## src/rtl/data_writeback_cache_controller.sv

```systemverilog
// Write-back, write-allocate data cache controller for a single-issue CPU.
// A hit completes in the same cycle. A miss stalls the CPU while the victim
// line is written back (only if it is valid and dirty) and the requested
// 4-word line is then fetched word by word over a simple handshaked bus.
//
// Ports:
//   clk, reset         clock; asynchronous active-low reset
//   MemReadM/MemWriteM CPU load/store request
//   A                  CPU byte address (tag | index | word | byte)
//   RV, Dirty, RTag    valid, dirty and tag of the line selected by A
//   BusReady           memory finished the current word transfer
//   Stall              holds the CPU memory stage
//   CWE, DirtyIn       cache word write enable and dirty bit written with it
//   UseWD              cache write-data select: 1 = CPU data, 0 = bus data
//   CacheA             address presented to the cache arrays
//   WordSel            word of the cache line driven to the bus on writeback
//   BusRE, BusWE       bus word read / write strobes
//   BusA               word-aligned bus address
module data_writeback_cache_controller #(
  parameter int unsigned tagbits = 14
) (
  input  logic               clk,
  input  logic               reset,
  input  logic               MemReadM,
  input  logic               MemWriteM,
  input  logic [31:0]        A,
  input  logic               RV,
  input  logic               Dirty,
  input  logic [tagbits-1:0] RTag,
  input  logic               BusReady,
  output logic               Stall,
  output logic               CWE,
  output logic               DirtyIn,
  output logic               UseWD,
  output logic [31:0]        CacheA,
  output logic [1:0]         WordSel,
  output logic               BusRE,
  output logic               BusWE,
  output logic [31:0]        BusA
);

  typedef enum logic [1:0] {
    StReady     = 2'd0,
    StWriteback = 2'd1,
    StFetch     = 2'd2
  } state_e;

  state_e     r_state;
  state_e     w_state_next;
  logic [1:0] r_cnt;
  logic [1:0] w_cnt_next;

  logic w_req;
  logic w_hit;

  assign w_req = MemReadM | MemWriteM;
  assign w_hit = RV & (RTag == A[31:32-tagbits]);

  always_ff @(posedge clk or negedge reset) begin
    if (!reset) begin
      r_state <= StReady;
      r_cnt   <= 2'd0;
    end else begin
      r_state <= w_state_next;
      r_cnt   <= w_cnt_next;
    end
  end

  always_comb begin
    w_state_next = r_state;
    w_cnt_next   = r_cnt;
    Stall        = 1'b0;
    CWE          = 1'b0;
    DirtyIn      = 1'b0;
    UseWD        = 1'b0;
    CacheA       = A;
    WordSel      = 2'd0;
    BusRE        = 1'b0;
    BusWE        = 1'b0;
    BusA         = 32'd0;

    unique case (r_state)
      StReady: begin
        if (w_req) begin
          if (w_hit) begin
            if (MemWriteM) begin
              CWE     = 1'b1;
              UseWD   = 1'b1;
              DirtyIn = 1'b1;
            end
          end else begin
            Stall        = 1'b1;
            w_cnt_next   = 2'd0;
            w_state_next = (RV & Dirty) ? StWriteback : StFetch;
          end
        end
      end

      StWriteback: begin
        // Victim address is rebuilt from the stored tag and the current index.
        Stall   = 1'b1;
        BusWE   = 1'b1;
        WordSel = r_cnt;
        BusA    = {RTag, A[31-tagbits:4], r_cnt, 2'b00};
        if (BusReady) begin
          // 3 -> 0 wrap only happens together with the state change.
          w_cnt_next = r_cnt + 2'd1;
          if (r_cnt == 2'd3) begin
            w_state_next = StFetch;
          end
        end
      end

      StFetch: begin
        Stall  = 1'b1;
        BusRE  = 1'b1;
        BusA   = {A[31:4], r_cnt, 2'b00};
        CacheA = {A[31:4], r_cnt, 2'b00};
        if (BusReady) begin
          CWE        = 1'b1;
          w_cnt_next = r_cnt + 2'd1;
          if (r_cnt == 2'd3) begin
            w_state_next = StReady;
          end
        end
      end

      default: begin
        w_state_next = StReady;
        w_cnt_next   = 2'd0;
      end
    endcase

    // Keep the CPU and bus quiet while reset is held, even on a live request.
    if (!reset) begin
      Stall   = 1'b0;
      CWE     = 1'b0;
      DirtyIn = 1'b0;
      UseWD   = 1'b0;
      WordSel = 2'd0;
      BusRE   = 1'b0;
      BusWE   = 1'b0;
      BusA    = 32'd0;
    end
  end

endmodule

```

## config.mk

```make
export PLATFORM = sky130hd
export DESIGN_NAME = data_writeback_cache_controller
export DESIGN_NICKNAME = d
export VERILOG_FILES = /design/src/rtl/data_writeback_cache_controller.sv
export SDC_FILE = /design/constraint.sdc
export NUM_CORES = 1
export LEC_CHECK = 0
export CORE_MARGIN = 10
export CORE_UTILIZATION = 30
export CTS_CLUSTER_DIAMETER = 60
export DETAILED_ROUTE_END_ITERATION = 10
export GPL_ROUTABILITY_DRIVEN = 1
export PLACE_DENSITY = 0.87
export RECOVER_POWER = 25
export SKIP_CTS_REPAIR_TIMING = 1
export SLEW_MARGIN = 20
export SYNTH_ARGS = -nofsm -noshare
export SYNTH_HDL_FRONTEND = slang
export SYNTH_SLANG_ARGS = --single-unit
```

## constraint.sdc

```tcl
create_clock -name clk -period 3.3 [get_ports clk]
set_clock_uncertainty 0.2 [all_clocks]
set_input_delay 0.33 -clock clk [delete_from_list [all_inputs] [get_ports clk]]
set_output_delay 0.33 -clock clk [all_outputs]
set_load 0.02 [all_outputs]
```

Yosys cells after proc, flatten, opt, wreduce, memory -nomap -nowiden
Index checks and enable logic that the tools add are counted.
W data, S select, Z words.
{"block": "classes", "add_sub_neg": 1, "eq_ne": 11, "muxes": 33, "bitwise_logic": 3, "n_reduce_logical": 4}
{"op": "$pmux W32 S2", "count": 1}
{"op": "$mux W32", "count": 1}
{"op": "$mux W2", "count": 12}
{"op": "$eq A14 B14 Y1", "count": 1}
{"op": "$mux W1", "count": 14}
{"op": "$ne A2 B2 Y1 const B", "count": 6}
{"op": "$pmux W2 S3", "count": 1}
{"op": "$reduce_and A6 Y1", "count": 1}
{"op": "$eq A2 B2 Y1 const B", "count": 2}
{"op": "$mux W4", "count": 1}
{"op": "$pmux W1 S2", "count": 2}
{"op": "$pmux W2 S2", "count": 1}
{"op": "$reduce_and A3 Y1", "count": 1}
{"op": "$add A2 B1 Y2 const B", "count": 1}
{"op": "$and A1 B1 Y1", "count": 2}
{"op": "$eq A2 B1 Y1 const B", "count": 1}
{"op": "$logic_not A2 Y1", "count": 1}
{"op": "$ne A2 B1 Y1 const B", "count": 1}
{"op": "$reduce_or A2 Y1", "count": 1}
{"op": "$or A1 B1 Y1", "count": 1}
{"block": "word_totals", "register_bits": 4}

Longest topological paths before layout
{"block": "logic_depth", "word_depth": 6, "depth_mapped": 7, "depth_no_buf": 6}

Least setup slack after synthesis
OpenSTA, ideal clock, no wires.
{"block": "synth_path", "path_kind": "register -> output", "startpoint": "reg r_state[0]", "endpoint": "out BusA[22]", "arrival_time_ns": 1.629, "required_ns": 2.770, "slack_ns": 1.141, "path_stages_with_launch": 7, "n_path_buf": 2, "cell_sequence": "dfrtp_1 -> inv_1 -> ha_1 -> clkbuf_1 -> clkbuf_1 -> a22oi_1 -> nor2_1"}
{"block": "synth_between", "elab_chain_len": 3, "elab_cells_between_ends": 4, "cone_classes": "2 x eq/ne; 2 x mux"}
{"element": "start, declared", "line": "48", "text": "state_e r_state;"}
{"element": "start signal, assigned", "line": "61", "text": "r_state <= StReady;"}
{"element": "start signal, assigned", "line": "64", "text": "r_state <= w_state_next;"}
{"element": "$eq A2 B2 Y1 / $eq A2 B1 Y1 (equally long branches)", "line": "82", "text": "unique case (r_state)"}
{"element": "$pmux W32 S2 *", "line": "82"}
{"element": "$mux W32 *", "line": "135", "text": "if (!reset) begin"}
{"element": "end, declared", "line": "39", "text": "output logic [31:0] BusA"}
Mark *: on every way between the ends. The rest lies on a longest branch, timed or not.

Worst setup path in the final report
{"block": "layout_path", "startpoint": "in A[27]", "endpoint": "out CWE"}
{"block": "layout_between", "elab_chain_len": 6}
{"element": "start, declared", "line": "26", "text": "input logic [31:0] A,"}
{"element": "$eq A14 B14 Y1", "line": "57", "text": "assign w_hit = RV & (RTag == A[31:32-tagbits]);"}
{"element": "$and A1 B1 Y1", "line": "57"}
{"element": "$mux W1", "line": "85", "text": "if (w_hit) begin"}
{"element": "$mux W1", "line": "84", "text": "if (w_req) begin"}
{"element": "$pmux W1 S2", "line": "82"}
{"element": "$mux W1", "line": "135"}
{"element": "end, declared", "line": "32", "text": "output logic CWE,"}
Every way passes these cells.

==> impl_metrics.yaml <==
run_status:
  status: "completed"
synth:
  synth_cell_type_count: 31
  ys.flop_type: "dfrtp_1"
  avgSynthCellArea_um2: 7.16
  ys_ff_latch: 4
  ys_async_sr_fraction: 1.00
  netlist_instances: 153
  yosys_warnings: 0
  yosysTopAreaCellShare: 0.219
  synth_top_cell_by_area: "buf_4"
  yosys-top-cells-area: "buf_4 22%, xnor2_1 11%, and2_1 10%"
  synth_seq_area_share: 0.0914
  netlist_area_um2: 1090
  synth-edff-count: 0
place:
  dp_hpwl_mm: 4.21
  port_buffers: 122
  routabilityCongestion: 0.810
critical_path:
  worstPathRequired_ns: 2.77
  start_kind: "input port"
  reg2reg_depth: 6
  rrSetupSlack_ns: 1.54
  worstPathMaxFanout: 3
  cp_num_buf_inv: 2
  critPathSlowestCell: "clkdlybuf4s50_1"
  r2r_end: "r_state[1]"
  cp_top_family: "buffers and inverters"
  cp_cell_sequence: "clkdlybuf4s50_1, xnor2_1, nand4_1, nor4_2, and4_2, a21o_1, clkdlybuf4s50_1"
  path_common_cell: "clkdlybuf4s50_1"
  slowest_delay_ns: 0.61
  crit_type: "input port to output pin"
  cp-end-kind: "output pin"
  critical_path_arrival_ns: 2.48
  regToRegStartpoint: "r_state[0]"
global_route:
  grt_max_degree: 19
  antenna_found_initial: 0
  grt_pass1_vias: 1295
  grt_pass1_wl_mm: 6.99
  grtUsageTotal: 0.137
  grt_overflow: 0
timing:
  rsz0062_at_grt: "no"
  setup_viol: 0
  hold_viol_final: 0
  layout_worst_path_cycle_share: 0.912
  setup_tns_ns: 0
  max_freq_mhz: 332
  layout_min_cycle_time_ns: 3.01
  slew_violations: 0
routing:
  vias: 1321
  wl_per_cell_um: 16.7
  drc: 0
  drtAntennaViolNets: 0
  first_pass_iters: 4
  drtIter0Drc: 36
  drt-total-wl_mm: 4.85
  via_per_inst: 4.56
clocking:
  cts_made_buffers: 3
  cts_sinks: 4
  cts.clk_slew.worst_paths_ns: 0.03
  cts_tree: "built"
  clock_latency_ns: 0.22
  cts_root_buf: "clkbuf_8"
  clockBufferDepth: 2
  htree_levels: 1
pwr:
  ir_drop_mv: 0.427
  p_leak_nw: 0.833
  power.density_nw_per_um2: 582
floorplanning:
  placementRows: 21
  die-area_um2: 6470
  initial_utilization: 0.318
  io_pins: 125
  die_h_um: 80.4
  core_area_um2: 3440
  die_w_um: 80.4
hold_path:
  min_path_type: "input port to async pin"
final_layout:
  drive_gt1_frac: 0.0492
  final_core_util: 0.632
  final_nets: 304
  area_growth_pct: 98.6
  antenna_cells: 0
  nFillCells: 316
job:
  cap_violations: 0
-- cells in the mapped netlist (3+ instances only) --
master	n
a22oi_1	14
ha_1	5
clkbuf_1	5
a21oi_1	3
and3_1	3
nand3_1	5
buf_4	32
dfrtp_1	4
and2_1	18
nand2_1	6
xnor2_1	14
nand4_1	3
nor2_1	20
-- cell families after synthesis --
logic type,count (synthesis),share of synthesized area
AO/OA/AOI/OAI,24,0.159
XOR/XNOR,14,0.112
adder cells (fa/ha/maj),5,0.0571
buffers and inverters,41,0.257
flip-flops,4,0.0914
multiplexers,2,0.0206
other,1,0.00343
AND/OR/NAND/NOR,62,0.299
-- worst max path at each step --
stage	startpoint	cells past startpoint	slack, ns	endpoint
3_5_place_dp	A[27]	7	0.26	CWE
4_1_cts	A[27]	7	0.26	CWE
2_1_floorplan	r_state[0]	6	1.14	BusA[22]
3_3_place_gp	A[27]	7	0.31	CWE
5_1_grt	A[25]	7	0.14	CWE
6_report	A[27]	7	0.29	CWE
-- stage by stage --
step                instance area (um^2)  setup slack, ns  hold WS [ns]  power [mW]  cells
finish                              2170            0.291         0.285        1.27    290
floorplan                           1100             1.14        -0.166       0.727    154
CTS                                 2170            0.257         0.210        1.28    290
global route                        2170            0.138         0.301        1.36    290
detailed placement                  2130            0.264         0.382        1.17    287
global placement                    2130            0.311         0.360        1.16    287
-- power breakdown --
part	switching, mW	internal (mW)
Clock	0.0259	0.0778
Combinational	0.556	0.500
Sequential	0.0324	0.0733
-- worst reg2reg max path: cells and delay by family (launching register included) --
family,cells,cell delay (ns)
compound gates,3,0.50
flops,1,0.42
fa+ha+maj,1,0.33
simple gates,1,0.11
buf+inv,1,0.10
-- sequential cells by signal, summed over array words and instances, names as in the netlist --
| register | count |
|---|---|
| r_state | 2 |
| r_cnt | 2 |
-- cells in the final DEF (no fill, tap or decap) --
master             n
or3_1              1
nand4_1            3
nor2_1            20
ha_1               5
dfrtp_1            4
dlygate4sd3_1     16
a2bb2oi_1          1
and2_1            18
a21oi_1            3
nand2_1            6
nor2b_1            2
buf_4              4
conb_1             2
o311ai_1           1
nand3_1            5
nor4_2             1
o21ai_1            1
clkbuf_8           3
clkdlybuf4s50_1  106
a211oi_1           1
and4_2             1
a21o_2             1
xnor2_1           14
inv_1              2
a22oi_1           14
nor3b_1            1
or2_1              1
and3_1             3
mux2_2             2
o211ai_1           1
a21o_1             1
-- final cells by class --
class	instances	area, um^2	area share
clock buffer	3	41.3	0.0190
inverter	2	7.51	0.00345
multi-input combinational	109	717	0.330
sequential	4	100	0.0460
tap	46	57.6	0.0265
timing repair buffer	126	1250	0.575
-- per-layer routing --
metal,global-route usage,part of all wire,vias up
met1,0.141,0.39,593
li1,-,-,673
met2,0.266,0.54,53
met4,0.0158,0.0027,0
met5,0,0,-
met3,0.0434,0.066,2
(Power assumes the default switching activity.)
